==> src/rtl/stream_reduce_dp.sv <==
// stream_reduce_dp: captures COUNT samples after start and reduces them by PASS/SUM/MAX/MIN
module stream_reduce_dp #(
   parameter int WIDTH = 8,
   parameter int COUNT = 4,
   parameter int SAT   = 1
) (
   input  logic             clk,
   input  logic             reset,
   input  logic [WIDTH-1:0] a,
   input  logic [1:0]       mode,
   input  logic             start,
   output logic [WIDTH-1:0] z,
   output logic             busy,
   output logic             done,
   output logic             ovf
);
   localparam int CW = $clog2(COUNT + 1);
   typedef enum logic [1:0] {IDLE, RUN, DONE} state_t;
   state_t           state;
   logic [WIDTH-1:0] acc;
   logic [CW-1:0]    cnt;
   logic [1:0]       mode_q;
   logic [WIDTH:0]   sum;
   logic             carry;
   logic [WIDTH-1:0] r;
   assign busy = state == RUN;
   assign done = state == DONE;
   // combine the incoming sample with the running accumulator
   always_comb begin
      sum   = {1'b0, acc} + {1'b0, a};
      carry = sum[WIDTH];
      r = mode_q == 2'd0 ? a :
          mode_q == 2'd1 ? ((carry && SAT != 0) ? '1 : sum[WIDTH-1:0]) :
          mode_q == 2'd2 ? ((a > acc) ? a : acc) :
                           ((a < acc) ? a : acc);
   end
   // control FSM and datapath registers
   always_ff @(posedge clk) begin
      if (!reset) begin
         state  <= IDLE;
         acc    <= '0;
         cnt    <= '0;
         mode_q <= '0;
         z      <= '0;
         ovf    <= 1'b0;
      end else begin
         case (state)
            RUN: begin
               if (mode_q == 2'd1 && carry) ovf <= 1'b1;
               acc <= r;
               if (cnt == CW'(COUNT - 1)) begin
                  z     <= r;
                  state <= DONE;
               end else cnt <= cnt + CW'(1);
            end
            default: begin
               if (start) begin
                  mode_q <= mode;
                  acc    <= a;
                  cnt    <= CW'(1);
                  ovf    <= 1'b0;
                  if (COUNT == 1) begin
                     z     <= a;
                     state <= DONE;
                  end else state <= RUN;
               end else state <= IDLE;
            end
         endcase
      end
   end
endmodule

==> config.mk <==
export PLATFORM = sky130hd
export DESIGN_NAME = stream_reduce_dp
export DESIGN_NICKNAME = d
export VERILOG_FILES = /design/src/rtl/stream_reduce_dp.sv
export SDC_FILE = /design/constraint.sdc
export NUM_CORES = 1
export LEC_CHECK = 0
export CORE_ASPECT_RATIO = 0.7
export CORE_MARGIN = 1.5
export CORE_UTILIZATION = 50
export CTS_CLUSTER_SIZE = 20
export DETAILED_ROUTE_END_ITERATION = 10
export GPL_ROUTABILITY_DRIVEN = 0
export PLACE_DENSITY = 0.86
export SKIP_LAST_GASP = 1
export SLEW_MARGIN = 20
export SYNTH_ARGS = -nofsm -noshare
export SYNTH_HDL_FRONTEND = slang
export SYNTH_SLANG_ARGS = --single-unit
==> constraint.sdc <==
create_clock -name clk -period 2.3 [get_ports clk]
set_clock_uncertainty 0.1 [all_clocks]
set_input_delay 0.345 -clock clk [delete_from_list [all_inputs] [get_ports clk]]
set_output_delay 0.345 -clock clk [all_outputs]
set_load 0.005 [all_outputs]
== Word level (Yosys, flattened, before mapping) ==
Index checks and enable logic that the tools add are counted.

* Logic and storage cells: 43
* Input port bits: 13
* Flip-flop bits (word level): 24
* Output and inout port bits: 11

* Reduce and logical (&&, ||, !) cells: 7
* Add/subtract/negate cells: 2
* Bitwise logic cells: 1
* Muxes and demuxes: 17
* Magnitude comparators: 2
* Eq/ne operators: 8

{| class="wikitable"
|+ Operators with widths
! cell !! count
|-
| 2-to-1 mux 8 bit || 8
|-
| adder 8 x 8 -> 9 bit || 1
|-
| 2-to-1 mux 3 bit || 3
|-
| greater-than comparator 8 bit || 1
|-
| < comparator 8 bit || 1
|-
| AND reduction 2 bit || 4
|-
| equality test 2 x 1 -> 1 bit, second input constant || 2
|-
| equality test 2 bit, second input constant || 2
|-
| 2-to-1 mux 1 bit || 4
|-
| 2-to-1 mux 2 bit || 2
|-
| != test 2 x 1 -> 1 bit, second input constant || 2
|-
| adder 3 x 1 -> 3 bit, second input constant || 1
|-
| equality test 3 x 2 -> 1 bit, second input constant || 1
|-
| zero test 2 bit || 1
|-
| != test 2 bit, second input constant || 1
|-
| nonzero test 2 bit || 1
|-
| logical AND 1 bit || 1
|-
| inverter 1 bit || 1
|}

== Depth between registers and ports, before layout ==
* Word-level depth: 6
* Mapped depth: 11
* Gate-level depth less buffers: 9

== Least setup slack after synthesis ==
No wires, ideal clock.

* Path type: register to register
* From: register acc[5]
* To: register acc[2]
* Setup time: 0.133 ns
* Period minus slack after synthesis: 2.312 ns
* Required time: 2.067 ns
* Arrival: 2.079 ns
* Cell stages (with the launch flop): 11
* Buffers on the path: 2
* Slack: -0.012 ns
* Path through: dfxtp_1 inv_1 ha_1 buf_6 a211o_1 a21oi_4 nand3_1 and3_4 buf_8 a221oi_2 a21oi_1

* Word-level cells in the longest chain between the ends: 6
* Elaborated cells on any way between the ends: 10
* Those cells by class: add/sub: 1; order compare: 2; mux: 7

{| class="wikitable"
|+ Ends and longest elaborated chain
! item !! RTL line !! text
|-
| start, declared || 20 || <nowiki>logic [WIDTH-1:0] acc;</nowiki>
|-
| start signal, assigned || 50 || <nowiki>acc <= r;</nowiki>
|-
| < comparator 8 bit / greater-than comparator 8 bit (equally long branches) || 35, 34 ||
|-
| 2-to-1 mux 8 bit, on equally long branches || 35, 34 ||
|-
| 2-to-1 mux 8 bit || 34 || <nowiki>mode_q == 2'd2 ? ((a > acc) ? a : acc) :</nowiki>
|-
| 2-to-1 mux 8 bit (*) || 33 || <nowiki>mode_q == 2'd1 ? ((carry && SAT != 0) ? '1 : sum[WIDTH-1:0]) :</nowiki>
|-
| 2-to-1 mux 8 bit (*) || 32 || <nowiki>r = mode_q == 2'd0 ? a :</nowiki>
|-
| 2-to-1 mux 8 bit (*) || 47 || <nowiki>case (state)</nowiki>
|}

Mark *: on every way between the ends. The rest lies on a longest branch, timed or not.
A chain may end at the register's enable or synchronous reset.

== Worst setup path after layout ==
* From: register acc[5]
* To: register z[0]

* Word-level cells in the longest chain between the ends: 5
* Elaborated cells on any way between the ends: 9
* Those cells by class: add/sub: 1; order compare: 2; mux: 6

{| class="wikitable"
|+ Ends and longest elaborated chain
! item !! RTL line !! text
|-
| < comparator 8 bit / greater-than comparator 8 bit (equally long branches) || 35, 34 ||
|-
| 2-to-1 mux 8 bit, on equally long branches || 35, 34 ||
|-
| 2-to-1 mux 8 bit || 34 ||
|-
| 2-to-1 mux 8 bit (*) || 33 ||
|-
| 2-to-1 mux 8 bit (*) || 32 ||
|-
| end signal, assigned || 52 || <nowiki>z <= r;</nowiki>
|-
| end, declared || 12 || <nowiki>output logic [WIDTH-1:0] z,</nowiki>
|}

Marked as above.

==> impl_metrics.yaml <==
worst_setup_path:
  critical_path.max_fanout: 5
  arrival_ps: 2340
  worst_r2r_endpoint: "z[0]$_SDFFE_PN0P_"
  cp-start-kind: "register"
  crit-reg2reg-launch: "acc[5]$_SDFFE_PN0P_"
  reg2regPathDepth: 10
  critPathBufInv: 2
  crit_type: "reg2reg"
  crit_start: "acc[5]$_SDFFE_PN0P_"
  crit_family: "compound AO/OA/AOI/OAI gates"
  r2r_slack_ps: 50
  path_cells: "inv_2 > ha_4 > a211o_1 > a21oi_4 > o21bai_4 > a21o_1 > and3_4 > buf_12 > nand2_4 > a31oi_1"
  worst_path_max_delay_cell: "dfxtp_2"
  end_kind: "register"
  critPathRequiredTime_ps: 2390
  path_depth: 10
  max_stage_delay_ps: 340
yosys:
  synth_warnings: 0
  ys_types: 51
  synth_nets: 271
  synthCells: 239
  synth_top_area_share_pct: 25.4
  syn_avg_cell_area_um2: 7.92
  synth_edf_count: 0
  synth_top_cells_by_area: "dfxtp_1 (25%), ha_1 (12%), o21ai_0 (6.9%)"
  synth.top_cells.by_count: "o21ai_0 (26), dfxtp_1 (24), a21oi_1 (23)"
  synth_area_leader_cell: "dfxtp_1"
  yosysMostFrequentCell: "o21ai_0"
  yosys_most_used_dff: "dfxtp_1"
  synth_seq_area_share_pct: 25.4
  synth_seq_cells: 24
  mappedNetlistArea_um2: 1890
  synth-async-reset-ratio_pct: 0
timing:
  period_needed_ps: 2250
  slew_headroom_pct: 52.3
  fin_crit_sh_pct: 97.8
  tightest_slew_ps: 713
  final_hold_viol_count: 0
  finalMaxSlewViolations: 0
  tns_ps: 0
  rsz0062_at_grt: "yes"
  setup_viol: 0
  timing.final.ws_setup_ps: 51.4
  fmax_mhz: 445
grt:
  grt_pass1_vias: 1882
  antenna_found_initial: 0
  use_met2_pct: 52.4
  grt_overflow: 0
  grt_max_degree: 25
  track_usage_pct: 27.8
  top_usage_layer: "met2"
  met1_usage_pct: 34.5
  grt_pass1_wl_um: 8890
  grt_use_met3_pct: 4.17
floorplan:
  initial_core_util_pct: 52.9
  core_um2: 3580
  dieArea_um2: 4170
  fp-row-count: 18
  ios: 24
  die_h_um: 54.5
  die_w_um: 76.5
clock_tree:
  root_buffer: "clkbuf_8"
  clock-sinks: 24
  clkTransAtPathRegs_ps: 80
  tritoncts: "done"
  clock_latency_ps: 270
  ctsHoldBuffers: 0
  clockBufferDepth: 2
  h-tree-depth: 1
  numCtsBuffers: 3
outcome:
  status: "completed"
placement:
  dp.final_hpwl_um: 3920
  pre_cts_ws_ps: -504
  place.port_buffers: 23
  place_area_um2: 2450
routing:
  drt_pass1_iterations: 5
  vias: 2057
  wl_per_cell_um: 16.5
  viasPerCell: 5.89
  drc: 0
  ant_nets: 0
  first_iter_violations: 85
  wl_um: 5750
run:
  timing.max_cap.violations: 0
finish:
  final_cell_area_um2: 2720
  final_nets: 332
  drive_gt1_share_pct: 29.8
  fillers: 247
  area_growth_pct: 43.4
  antennaDiodeCount: 0
power:
  worst_ir_drop_vdd_mv: 0.416
  total_power_w: 0.00135
  total_leakage_power_nw: 1.15
  power_density_nw_per_um2: 498
worst_hold_path:
  hold_path.class: "reg2reg"
  hold_end: "cnt[1]$_SDFFE_PN0P_"
  min_path_cells: 2
  hp-start: "cnt[1]$_SDFFE_PN0P_"
## layer usage
| layer | part of all wire, % | wire [um] | up-vias |
|---|---|---|---|
| met5 | 0 | 0 | - |
| met4 | 2.8 | 161 | 0 |
| met3 | 5.9 | 340 | 19 |
| met2 | 47 | 2700 | 102 |
| met1 | 44 | 2550 | 960 |
| li1 | - | - | 976 |
## metrics by stage
step	utilization [%]	hold slack (ps)	instances
finish	75.8	440	349
global route	75.8	483	349
CTS	72.6	440	345
detailed placement	68.5	419	341
global placement	68.5	392	341
floorplan	-	379	239
## registers in the layout, indices dropped and copies added, names as in the netlist
name and flops:
acc 8, cnt 3, mode_q 2, ovf 1, state 2, z 8
## worst reg2reg max path, delay by kind of cell (launching register included)
kind | cells | cell delay, ps
AO/OA/AOI/OAI | 5 | 1010
adder cells (fa/ha/maj) | 1 | 230
buffers and inverters | 2 | 170
flip-flops | 1 | 340
AND/OR/NAND/NOR | 2 | 310
## kinds of logic (layout without fill, tap and decap cells)
group / count (synthesis) / after routing / synth area share, %
xor gates and xnor gates: 4 / 4 / 1.85
AOI/OAI and AO/OA: 91 / 91 / 31.5
DFF: 24 / 24 / 25.4
adders and majority gates: 19 / 19 / 13.0
and+or+nand+nor: 67 / 67 / 19.4
muxes: 2 / 2 / 1.19
buffers and inverters: 32 / 92 / 7.73
## power by group
part | internal, W | switching (W) | leakage, nW
registers | 0.000439 | 0.0000192 | 0.197
logic | 0.000301 | 0.000308 | 0.919
clock network | 0.000153 | 0.000133 | 0.0288
## timing repair
action	4_1_cts	5_1_grt
setup buffers	0	4
setup endpoints to repair	16	16
resized for setup	19	20
pin swaps	10	15
## worst max-delay path by stage
stage / slack, ps / to
after floorplan: 10 / acc[4]$_SDFFE_PN0P_
after global placement: -460 / z[4]$_SDFFE_PN0P_
after detailed placement: -500 / z[5]$_SDFFE_PN0P_
after CTS: 2 / z[2]$_SDFFE_PN0P_
after global routing: -20 / acc[7]$_SDFFE_PN0P_
final: 50 / z[0]$_SDFFE_PN0P_
## final cells by class
type | instances | area, um^2 | share of cell area [%]
clock buffers | 4 | 55.1 | 2.03
inverters | 17 | 63.8 | 2.35
multi-input cells | 183 | 1450 | 53.3
flip-flops and latches | 24 | 484 | 17.8
well taps | 50 | 62.6 | 2.30
repair buffers | 71 | 602 | 22.2
## cells in the final DEF (no fill, tap or decap), types with 2 or more instances in the layout
cell type and n:
inv_1 15, a211o_1 2, nand2_1 14, xnor2_1 2
nand2b_1 5, o21ai_0 24, dlygate4sd2_1 4, a21oi_1 22
a21oi_2 2, o211ai_1 3, nand3_1 2, nor2_1 11
a31oi_1 11, dfxtp_2 3, clkbuf_8 4, xor2_1 2
nor2b_1 13, nor3_1 6, a21boi_0 2, mux2_2 2
nand2_4 2, dfxtp_1 21, ha_1 11, buf_4 46
ha_4 7, a21o_1 3, dlymetal6s2s_1 2, nand4_1 2
clkdlybuf4s50_1 15, and2_1 4, inv_2 2
(Power assumes the default switching activity.)
